`config.mk`:
```
export PLATFORM = sky130hd
export DESIGN_NAME = fluid_mem_arbiter
export DESIGN_NICKNAME = d
export VERILOG_FILES = /design/src/rtl/fluid_mem_arbiter.sv
export SDC_FILE = /design/constraint.sdc
export NUM_CORES = 1
export LEC_CHECK = 0
export BUFFER_PORTS_ARGS = -buffer_cell sky130_fd_sc_hd__buf_4
export CAP_MARGIN = 20
export CORE_AREA = 5 5 181 183
export CTS_BUF_LIST = sky130_fd_sc_hd__clkbuf_8 sky130_fd_sc_hd__clkbuf_16
export CTS_CLUSTER_SIZE = 12
export DETAILED_ROUTE_END_ITERATION = 10
export DIE_AREA = 0 0 186 188
export PLACE_DENSITY = 0.38
export SLEW_MARGIN = 25
export SYNTH_ARGS = -nofsm -noshare
export SYNTH_HDL_FRONTEND = slang
export SYNTH_SLANG_ARGS = --single-unit
export TNS_END_PERCENT = 1
```
`constraint.sdc`:
```
create_clock -name clk -period 1.29 [get_ports clk]
set_clock_uncertainty 0.05 [all_clocks]
set_input_delay 0.0645 -clock clk [delete_from_list [all_inputs] [get_ports clk]]
set_output_delay 0.0645 -clock clk [all_outputs]
set_load 0.05 [all_outputs]
```
`src/rtl/fluid_mem_arbiter.sv`:
```
// Two-master round-robin arbiter in front of a single-port on-chip memory.
// Reads complete one cycle after grant; a read tag steers readdatavalid to the winner.
module fluid_mem_arbiter #(
    parameter int unsigned ADDR_W = 15,
    parameter int unsigned DATA_W = 64
) (
    input  logic                clk,
    input  logic                reset,

    input  logic [ADDR_W-1:0]   m0_address,
    input  logic [DATA_W/8-1:0] m0_byteenable,
    input  logic                m0_read,
    input  logic                m0_write,
    input  logic [DATA_W-1:0]   m0_writedata,
    output logic                m0_waitrequest,
    output logic [DATA_W-1:0]   m0_readdata,
    output logic                m0_readdatavalid,

    input  logic [ADDR_W-1:0]   m1_address,
    input  logic [DATA_W/8-1:0] m1_byteenable,
    input  logic                m1_read,
    input  logic                m1_write,
    input  logic [DATA_W-1:0]   m1_writedata,
    output logic                m1_waitrequest,
    output logic [DATA_W-1:0]   m1_readdata,
    output logic                m1_readdatavalid,

    output logic [ADDR_W-1:0]   mem_address,
    output logic [DATA_W/8-1:0] mem_byteenable,
    output logic                mem_chipselect,
    output logic                mem_write,
    output logic [DATA_W-1:0]   mem_writedata,
    output logic                mem_clken,
    output logic                mem_reset_req,
    input  logic [DATA_W-1:0]   mem_readdata,

    output logic                err_both
);
    localparam int unsigned BE_W = DATA_W / 8;

    logic            req0, req1;
    logic            gnt_valid, gnt_idx;
    logic            sel_write;
    logic [BE_W-1:0] sel_be;

    logic rr_last_q, rr_last_d;
    logic tag_valid_q, tag_valid_d;
    logic tag_idx_q, tag_idx_d;
    logic err_both_q, err_both_d;

    always_comb begin
        req0      = m0_read | m0_write;
        req1      = m1_read | m1_write;
        gnt_valid = 1'b0;
        gnt_idx   = 1'b0;
        if (!reset) begin
            if (req0 && req1) begin
                gnt_valid = 1'b1;
                gnt_idx   = ~rr_last_q;
            end else if (req0) begin
                gnt_valid = 1'b1;
                gnt_idx   = 1'b0;
            end else if (req1) begin
                gnt_valid = 1'b1;
                gnt_idx   = 1'b1;
            end
        end
    end

    // Read+write together on one master resolves to a write.
    always_comb begin
        mem_address   = m0_address;
        mem_writedata = m0_writedata;
        sel_be        = m0_byteenable;
        sel_write     = m0_write;
        if (gnt_idx) begin
            mem_address   = m1_address;
            mem_writedata = m1_writedata;
            sel_be        = m1_byteenable;
            sel_write     = m1_write;
        end
        mem_chipselect = gnt_valid;
        mem_write      = gnt_valid & sel_write;
        mem_byteenable = sel_write ? sel_be : {BE_W{1'b1}};
    end

    always_comb begin
        rr_last_d   = gnt_valid ? gnt_idx : rr_last_q;
        tag_valid_d = gnt_valid & ~sel_write;
        tag_idx_d   = gnt_idx;
        err_both_d  = err_both_q | (m0_read & m0_write) | (m1_read & m1_write);
    end

    always_ff @(posedge clk) begin
        if (reset) begin
            rr_last_q   <= 1'b1;
            tag_valid_q <= 1'b0;
            tag_idx_q   <= 1'b0;
            err_both_q  <= 1'b0;
        end else begin
            rr_last_q   <= rr_last_d;
            tag_valid_q <= tag_valid_d;
            tag_idx_q   <= tag_idx_d;
            err_both_q  <= err_both_d;
        end
    end

    assign m0_waitrequest   = req0 & ~(gnt_valid & ~gnt_idx);
    assign m1_waitrequest   = req1 & ~(gnt_valid & gnt_idx);
    assign m0_readdatavalid = tag_valid_q & ~tag_idx_q;
    assign m1_readdatavalid = tag_valid_q & tag_idx_q;
    assign m0_readdata      = mem_readdata;
    assign m1_readdata      = mem_readdata;
    assign mem_clken        = 1'b1;
    assign mem_reset_req    = reset;
    assign err_both         = err_both_q;

endmodule

```
==> results of run 1 <==
==> report_power, final <==
part / internal [mW] / switching, mW / total, mW
Sequential: 0.135 / 0.00719 / 0.143
Combinational: 1.28 / 1.46 / 2.73
Clock: 0.395 / 0.0785 / 0.474
Total: 1.81 / 1.54 / 3.35
==> cells in the mapped netlist (all sizes together) <==
library cell | number | area (sq um)
a21boi | 1 | 7.51
a21o | 2 | 15.0
a21oi | 2 | 10.0
a221oi | 1 | 8.76
and2 | 2 | 15.0
and3 | 1 | 6.26
buf | 141 | 1170
clkbuf | 2 | 7.51
conb | 1 | 3.75
dfxtp | 4 | 80.1
inv | 8 | 30.0
mux2 | 79 | 1190
nand3 | 8 | 40.0
nor2 | 4 | 15.0
nor2b | 1 | 6.26
o2111ai | 8 | 70.1
o21ai | 1 | 8.76
o21ba | 1 | 10.0
o22a | 1 | 8.76
or2 | 1 | 6.26
or3 | 1 | 6.26
or3b | 1 | 8.76
==> cell families (layout without fill, tap and decap cells) <==
group                  after synthesis  in the layout  share of synthesized area [%]
muxes                               79             79                           43.6
DFF                                  4              4                           2.94
buffers and inverters              151            314                           44.4
and+or+nand+nor                     19             19                           3.82
AOI/OAI and AO/OA                   17             17                           5.10
other                                1              1                          0.138
==> area by class of cell <==
class                   instances  area (sq um)
inverters                       8          30.0
well taps                     402           503
clock buffers                   3          75.1
multi-input cells             116          1610
repair buffers                303          2610
fillers                      3485         26200
flip-flops and latches          4          81.3
==> sequential cells by signal, indices dropped and copies added, names as in the netlist <==
register,cells
tag_idx_q,1
err_both,1
rr_last_q,1
tag_valid_q,1
==> repair_timing <==
| action | in CTS | in global routing |
|---|---|---|
| gates cloned | 1 | 0 |
| pin swaps | 5 | 0 |
| setup buffers | 2 | 0 |
| endpoints found under the hold margin | 0 | 0 |
| endpoints found under the setup margin | 91 | 91 |
| resized for setup | 52 | 3 |
==> layer usage <==
layer  up-vias  track usage [%]  routed length (microns)
li1       1118                -                        -
met3         6             3.59                     2290
met5         -                0                        0
met4         0             1.12                       88
met2       255             10.6                     5880
met1      1064             6.48                     4370
==> path summary, 6_finish.rpt <==
path	end	slack [ps]	cells past startpoint	start
worst min-delay path	m0_readdata[32]	80	0	mem_readdata[32]
worst min register to register	err_both	470	2	err_both
worst max register to register	tag_valid_q	-20	4	rr_last_q
worst max-delay path	mem_address[14]	-480	6	rr_last_q
==> impl_metrics.env, run 1 <==
export IMPL_place_ws_ps=-326
export IMPL_drtIter0Drc=41
export IMPL_required_ps=1180
export IMPL_slowest_delay_ps=330
export IMPL_total_power_mw=3.35
export IMPL_clock_latency_ps=220
export IMPL_mostFrequentLayoutCell="buf_4"
export IMPL_core_area_sq_mm=0.0311
export IMPL_n_antenna_cell=0
export IMPL_clk_path_buf_depth=2
export IMPL_slowest_stage="dfxtp_2"
export IMPL_synth_avg_cell_area_sq_um=10.0
export IMPL_grt_usage_pct=6.13
export IMPL_drc=0
export IMPL_firstDrtPassIters=4
export IMPL_ys_ff_latch=4
export IMPL_path_max_fanout=16
export IMPL_cts_tree="yes"
export IMPL_slew_viol_final=0
export IMPL_grt_overflow_total=0
export IMPL_dr_total_vias=2443
export IMPL_grt_max_degree=17
export IMPL_critPathTopFamily="buffers and inverters"
export IMPL_nets=680
export IMPL_place_detailed_hpwl_microns=11100
export IMPL_max_freq_ghz=0.565
export IMPL_synth_warnings=0
export IMPL_ir_drop_mv=0.238
export IMPL_finalCriticalPeriod_ps=1770
export IMPL_hold_slack_ps=79.0
export IMPL_postCtsHoldBufs=0
export IMPL_grt_pass1_vias=2621
export IMPL_finalNonFillerCells=836
export IMPL_place_inst=830
export IMPL_min_period_over_period_pct=137
export IMPL_io_pins=468
export IMPL_antenna_found_initial=0
export IMPL_hold_viol=0
export IMPL_fin_util_pct=15.8
export IMPL_synth_cell_types=26
export IMPL_ant_nets=0
export IMPL_grt_pass1_wl_microns=16300
export IMPL_critPathCaptureType="primary output"
export IMPL_violations="negative setup slack"
export IMPL_yosysSeqAreaShare_pct=2.94
export IMPL_area_growth_synth_to_final_pct=80.4
export IMPL_vias_per_cell=2.92
export IMPL_p_per_area_mw_per_mm2=682
export IMPL_die_h_microns=188
export IMPL_initial_core_util_pct=8.76
export IMPL_clk_pin_slew_ps=30
export IMPL_drt_wirelength_per_cell_microns=15.1
export IMPL_cts_root_buf="clkbuf_16"
export IMPL_setup_slack_ps=-481
export IMPL_cap_violations=0
export IMPL_final_cell_area_sq_mm=0.00491
export IMPL_crit_path_start_kind="flip-flop"
export IMPL_worstSetupPathType="flip-flop to primary output"
export IMPL_cts_buffers=3
export IMPL_htreeDepth=1
export IMPL_port_buffers=274
export IMPL_fp_row_count=65
export IMPL_drive_gt1_share_pct=92.9
export IMPL_mostFrequentLayoutCells="buf_4, mux2_4, buf_6, buf_12"
export IMPL_drt_total_wl_microns=12600
export IMPL_crit_arrival_ps=1660
export IMPL_gp_congestion=0.722
export IMPL_die_area_sq_mm=0.0350
export IMPL_netlist_instances=271
export IMPL_die_w_microns=186
export IMPL_rsz0062_at_grt="yes"
export IMPL_clock_sinks=4
export IMPL_setup_tns_ps=-38100
export IMPL_setup_violations_final=91
export IMPL_dpl_cell_area_sq_mm=0.00458
export IMPL_power_leakage_nw=2.36
export IMPL_path_common_cell="buf_12"
export IMPL_synth_nets=515
export IMPL_netlist_area_sq_mm=0.00272
export IMPL_worstHoldPathType="primary input to primary output"
export IMPL_crit_path_cell_trace="o21ai_4 -> and2_4 -> buf_12 -> buf_12 -> mux2_4 -> buf_4"
export IMPL_status="finished with violations"
export IMPL_cp_num_buf_inv=3
Power figures use the tool's default switching activity.
==> inputs of run 2 (changes only) <==
- TNS_END_PERCENT: 1 -> default
==> impl_metrics.env, run 2 (same netlist as run 1, synthesis figures left out) <==
export IMPL_clock_latency_ps=220
export IMPL_dpl_cell_area_sq_mm=0.00466
export IMPL_grt_pass1_wl_microns=15700
export IMPL_reg2reg_setup_slack_ps=-20
export IMPL_final_cell_area_sq_mm=0.00505
export IMPL_min_from="mem_readdata[2]"
export IMPL_power_leakage_nw=2.44
export IMPL_drt_wirelength_per_cell_microns=14.4
export IMPL_htreeDepth=1
export IMPL_cts_buffers=3
export IMPL_worstSetupPathType="flip-flop to primary output"
export IMPL_clk_path_buf_depth=2
export IMPL_vias_per_cell=2.94
export IMPL_status="finished with violations"
export IMPL_rsz0062_at_grt="yes"
export IMPL_mostFrequentLayoutCell="buf_4"
export IMPL_critPathCaptureType="primary output"
export IMPL_initial_core_util_pct=8.76
export IMPL_area_growth_synth_to_final_pct=85.3
export IMPL_drc=0
export IMPL_grt_overflow_total=0
export IMPL_crit_path_start_kind="flip-flop"
export IMPL_worstHoldPathType="primary input to primary output"
export IMPL_reg2reg_depth=4
export IMPL_hold_slack_ps=79.0
export IMPL_ant_nets=0
export IMPL_drt_total_wl_microns=12200
export IMPL_drtIter0Drc=27
export IMPL_dr_total_vias=2495
export IMPL_port_buffers=274
export IMPL_slew_viol_final=0
export IMPL_die_h_microns=188
export IMPL_p_per_area_mw_per_mm2=677
export IMPL_gp_congestion=0.721
export IMPL_clk_pin_slew_ps=30
export IMPL_die_w_microns=186
export IMPL_core_area_sq_mm=0.0311
export IMPL_n_fill_cell=3491
export IMPL_min_period_over_period_pct=137
export IMPL_firstDrtPassIters=3
export IMPL_grt_usage_pct=5.88
export IMPL_fin_util_pct=16.2
export IMPL_cap_violations=0
export IMPL_postCtsHoldBufs=0
export IMPL_crit_arrival_ps=1650
export IMPL_cts_tree="yes"
export IMPL_setup_violations_final=91
export IMPL_violations="negative setup slack"
export IMPL_io_pins=468
export IMPL_grt_pass1_vias=2664
export IMPL_finalNonFillerCells=848
export IMPL_r2r_start="rr_last_q"
export IMPL_grt_max_degree=15
export IMPL_max_freq_ghz=0.567
export IMPL_setup_slack_ps=-473
export IMPL_antenna_found_initial=0
export IMPL_nets=692
export IMPL_hold_viol=0
export IMPL_clock_sinks=4
export IMPL_finalCriticalPeriod_ps=1760
export IMPL_total_power_mw=3.42
export IMPL_place_detailed_hpwl_microns=10900
export IMPL_path_max_fanout=14
export IMPL_ir_drop_mv=0.321
export IMPL_drive_gt1_share_pct=93.0
export IMPL_place_inst=842
export IMPL_fp_row_count=65
export IMPL_mostFrequentLayoutCells="buf_4, mux2_4, buf_6"
export IMPL_timing_rr_end="tag_valid_q"
export IMPL_required_ps=1180
export IMPL_die_area_sq_mm=0.0350
export IMPL_cts_root_buf="clkbuf_16"
export IMPL_n_antenna_cell=0
export IMPL_min_path_cells=0
export IMPL_min_to="m0_readdata[2]"
## run 2: worst max-delay path, cell delays in order, from the launching register on
cell     delay (ps)
dfxtp_2         330
o21ai_4          60
and2_4          190
buf_12          160
buf_6           150
mux2_4          310
buf_4           190
## run 2: cell type report
class                   count  area [sq um]  area share, %
multi-input cells         116          1610           31.9
inverters                   8          30.0          0.595
well taps                 402           503           9.97
repair buffers            315          2750           54.4
flip-flops and latches      4          81.3           1.61
clock buffers               3          75.1           1.49
## run 2: how the worst max path moves through the flow
stage                   endpoint  startpoint  cells after the start  slack (ps)
2_1_floorplan  mem_byteenable[0]   rr_last_q                      5        -120
3_3_place_gp    mem_writedata[3]       reset                      7        -340
3_5_place_dp    mem_writedata[3]       reset                      7        -330
4_1_cts         mem_writedata[3]   rr_last_q                      6        -490
5_1_grt         mem_writedata[3]   rr_last_q                      6        -520
6_report        mem_writedata[3]   rr_last_q                      6        -470
## run 2: what timing repair did
action,4_1_cts,5_1_grt
pin swaps,1,0
endpoints found under the setup margin,91,91
gates cloned,1,0
setup buffers,1,1
gates resized for setup,66,4
## run 2: where the power goes
part	switching, mW	internal [mW]
sequential	0.00710	0.135
combinational	1.46	1.33
clock	0.0865	0.396
total	1.56	1.86
## run 2: per-stage QoR
step / TNS [ps] / setup slack (ps)
3_3_place_gp: -24690 / -340
4_1_cts: -39360 / -490
5_1_grt: -41610 / -515
3_5_place_dp: -23860 / -333
6_report: -37390 / -473
2_1_floorplan: -10040 / -117
## run 2: layer usage
layer	track usage, %	share of wire [%]	vias to the layer above
met5	1.14	0	-
met4	0.533	0.13	0
met3	4.27	21	6
met2	10.1	47	281
met1	5.95	32	1064
li1	-	-	1144
==> inputs of run 3 (changes only) <==
- ABC_AREA: default -> 1
- CORE_AREA: 5 5 181 183 -> 5 5 177 179
- CTS_BUF_LIST: sky130_fd_sc_hd__clkbuf_8 sky130_fd_sc_hd__clkbuf_16 -> sky130_fd_sc_hd__clkbuf_4 sky130_fd_sc_hd__clkbuf_8 sky130_fd_sc_hd__clkbuf_16
- CTS_CLUSTER_DIAMETER: default -> 100
- DIE_AREA: 0 0 186 188 -> 0 0 182 184
==> impl_metrics.env, run 3 <==
export IMPL_slew_viol_final=0
export IMPL_worstSetupPathType="flip-flop to primary output"
export IMPL_setup_violations_final=90
export IMPL_grt_pass1_wl_microns=21500
export IMPL_gp_congestion=0.738
export IMPL_place_inst=992
export IMPL_area_growth_synth_to_final_pct=104
export IMPL_drive_gt1_share_pct=58.9
export IMPL_min_period_over_period_pct=119
export IMPL_firstDrtPassIters=4
export IMPL_cts_tree="yes"
export IMPL_n_fill_cell=3420
export IMPL_place_ws_ps=-128
export IMPL_crit_path_start_kind="flip-flop"
export IMPL_violations="negative setup slack"
export IMPL_max_freq_ghz=0.649
export IMPL_total_power_mw=3.52
export IMPL_setup_tns_ps=-19540
export IMPL_mostFrequentLayoutCell="nand2_1"
export IMPL_clk_path_buf_depth=2
export IMPL_slowest_delay_ps=320
export IMPL_dpl_cell_area_sq_mm=0.00402
export IMPL_clock_latency_ps=220
export IMPL_fp_row_count=63
export IMPL_ant_nets=0
export IMPL_setup_slack_ps=-251
export IMPL_ys_ff_latch=4
export IMPL_slowest_stage="dfxtp_2"
export IMPL_synth_compound_area_share_pct=0.625
export IMPL_antenna_found_initial=1
export IMPL_port_buffers=274
export IMPL_path_common_cell="nand2_2"
export IMPL_place_detailed_hpwl_microns=11800
export IMPL_netlist_area_sq_mm=0.00240
export IMPL_cts_root_buf="clkbuf_16"
export IMPL_yosysMostFrequentCell="nand2_1"
export IMPL_multi_input_area_sq_mm=0.00135
export IMPL_finalNonFillerCells=1006
export IMPL_vias_per_cell=3.18
export IMPL_ir_drop_mv=0.704
export IMPL_initial_core_util_pct=8.17
export IMPL_path_depth=7
export IMPL_final_cell_area_sq_mm=0.00490
export IMPL_grt_max_degree=51
export IMPL_synth_warnings=0
export IMPL_seq_area_sq_um=81.3
export IMPL_synth_edf_count=0
export IMPL_hold_viol=0
export IMPL_htreeDepth=1
export IMPL_finalCriticalPeriod_ps=1540
export IMPL_status="finished with violations"
export IMPL_die_w_microns=182
export IMPL_worstHoldPathType="primary input to primary output"
export IMPL_nets=862
export IMPL_ys_flop_type="dfxtp_1"
export IMPL_die_h_microns=184
export IMPL_synth_top_area_share_pct=43.1
export IMPL_rsz0062_at_grt="yes"
export IMPL_synth_simple_area_share_pct=47.2
export IMPL_min_path_cells=0
export IMPL_io_pins=468
export IMPL_synth_cell_types=15
export IMPL_synth_avg_cell_area_sq_um=5.16
export IMPL_synth_nets=709
export IMPL_drc=0
export IMPL_yosysSeqAreaShare_pct=3.34
export IMPL_clock_sinks=4
export IMPL_die_area_sq_mm=0.0335
export IMPL_reg2reg_depth=6
export IMPL_synthMuxAreaShare_pct=0
export IMPL_grt_overflow_total=0
export IMPL_critPathCaptureType="primary output"
export IMPL_core_area_sq_mm=0.0294
export IMPL_p_per_area_mw_per_mm2=717
export IMPL_synth_xor_area_share_pct=0
export IMPL_synth_top_family_by_area="buffers and inverters"
export IMPL_yosys_top_cells_count="nand2_1, buf_4, inv_1"
export IMPL_power_leakage_nw=2.67
export IMPL_dr_total_vias=3201
export IMPL_grt_usage_pct=8.32
export IMPL_grt_pass1_vias=3416
export IMPL_n_antenna_cell=0
export IMPL_drtIter0Drc=67
export IMPL_crit_path_cell_trace="o21ai_2 -> nand2_4 -> clkinv_8 -> clkbuf_16 -> nand2_2 -> nand2_2 -> buf_8"
export IMPL_cap_violations=0
export IMPL_postCtsHoldBufs=0
export IMPL_cts_buffers=3
export IMPL_synth_fa_ha_area_share_pct=0
export IMPL_yosys_area_top_type="buf_4"
export IMPL_drt_wirelength_per_cell_microns=15.6
export IMPL_async_flop_share_pct=0
export IMPL_path_max_fanout=7
export IMPL_crit_arrival_ps=1430
export IMPL_netlist_instances=465
export IMPL_mostFrequentLayoutCells="nand2_1, buf_4, buf_6, nand2_2, inv_1"
export IMPL_clk_pin_slew_ps=30
export IMPL_critPathTopFamily="buffers and inverters"
export IMPL_required_ps=1180
export IMPL_drt_total_wl_microns=15700
export IMPL_cp_num_buf_inv=3
export IMPL_synth_area_leaders="buf_4, nand2_1, dfxtp_1, nand3b_1, inv_1"
[run 3: changes by cell type after synthesis, sizes merged, moves of 2 or more]
| cell | change |
|---|---|
| a21o | -2 |
| and2 | -2 |
| buf | +9 |
| clkbuf | -2 |
| inv | +8 |
| mux2 | -79 |
| nand2 | +273 |
| nand3 | -5 |
| nand3b | +8 |
| nor2 | +3 |
| o2111ai | -8 |
[run 3: kinds of logic (layout without fill, tap and decap cells)]
kind of cell / count (synthesis) / after routing
buf+inv: 166 / 316
compound gates: 3 / 3
flops: 4 / 4
other cells: 1 / 1
simple gates: 291 / 292
[run 3: per-stage QoR]
step | util [%] | hold slack [ps]
after detailed placement | 13.7 | 79.5
after global routing | 16.7 | 79.1
after CTS | 16.0 | 79.5
final | 16.7 | 79.0
after floorplan | - | 170
after global placement | 13.7 | 79.5
[run 3: path summary, 6_finish.rpt]
kind                          from           endpoint  slack [ps]
setup / recovery         rr_last_q  mem_writedata[48]        -250
hold / removal    mem_readdata[38]    m0_readdata[38]          80
setup reg to reg         rr_last_q        tag_valid_q          90
hold reg to reg          rr_last_q          rr_last_q         400
[run 3: repair_timing]
action | 4_1_cts | 5_1_grt
gates resized for setup | 120 | 50
setup endpoints to repair | 90 | 90
setup buffers | 2 | 1
pin swaps | 2 | 1
gates cloned | 6 | 3
[run 3: report_power, final]
| group | switching, mW | total (mW) | internal (mW) | leakage (nW) |
|---|---|---|---|---|
| clock | 0.0856 | 0.481 | 0.396 | 0.0370 |
| combinational | 1.71 | 2.89 | 1.18 | 2.60 |
| sequential | 0.00489 | 0.140 | 0.135 | 0.0331 |
[run 3: cell type report]
cell class / count / share of cell area, %
repair buffers: 297 / 57.9
multi-input cells: 296 / 27.5
well taps: 390 / 9.95
flip-flops and latches: 4 / 1.66
clock buffers: 3 / 1.53
inverters: 16 / 1.48
[run 3: layer usage]
| metal | share of wire [%] | GRT usage (%) |
|---|---|---|
| met2 | 44 | 12.7 |
| met4 | 3.7 | 3.27 |
| met3 | 13 | 4.29 |
| met5 | 0.083 | 0 |
| met1 | 39 | 9.92 |
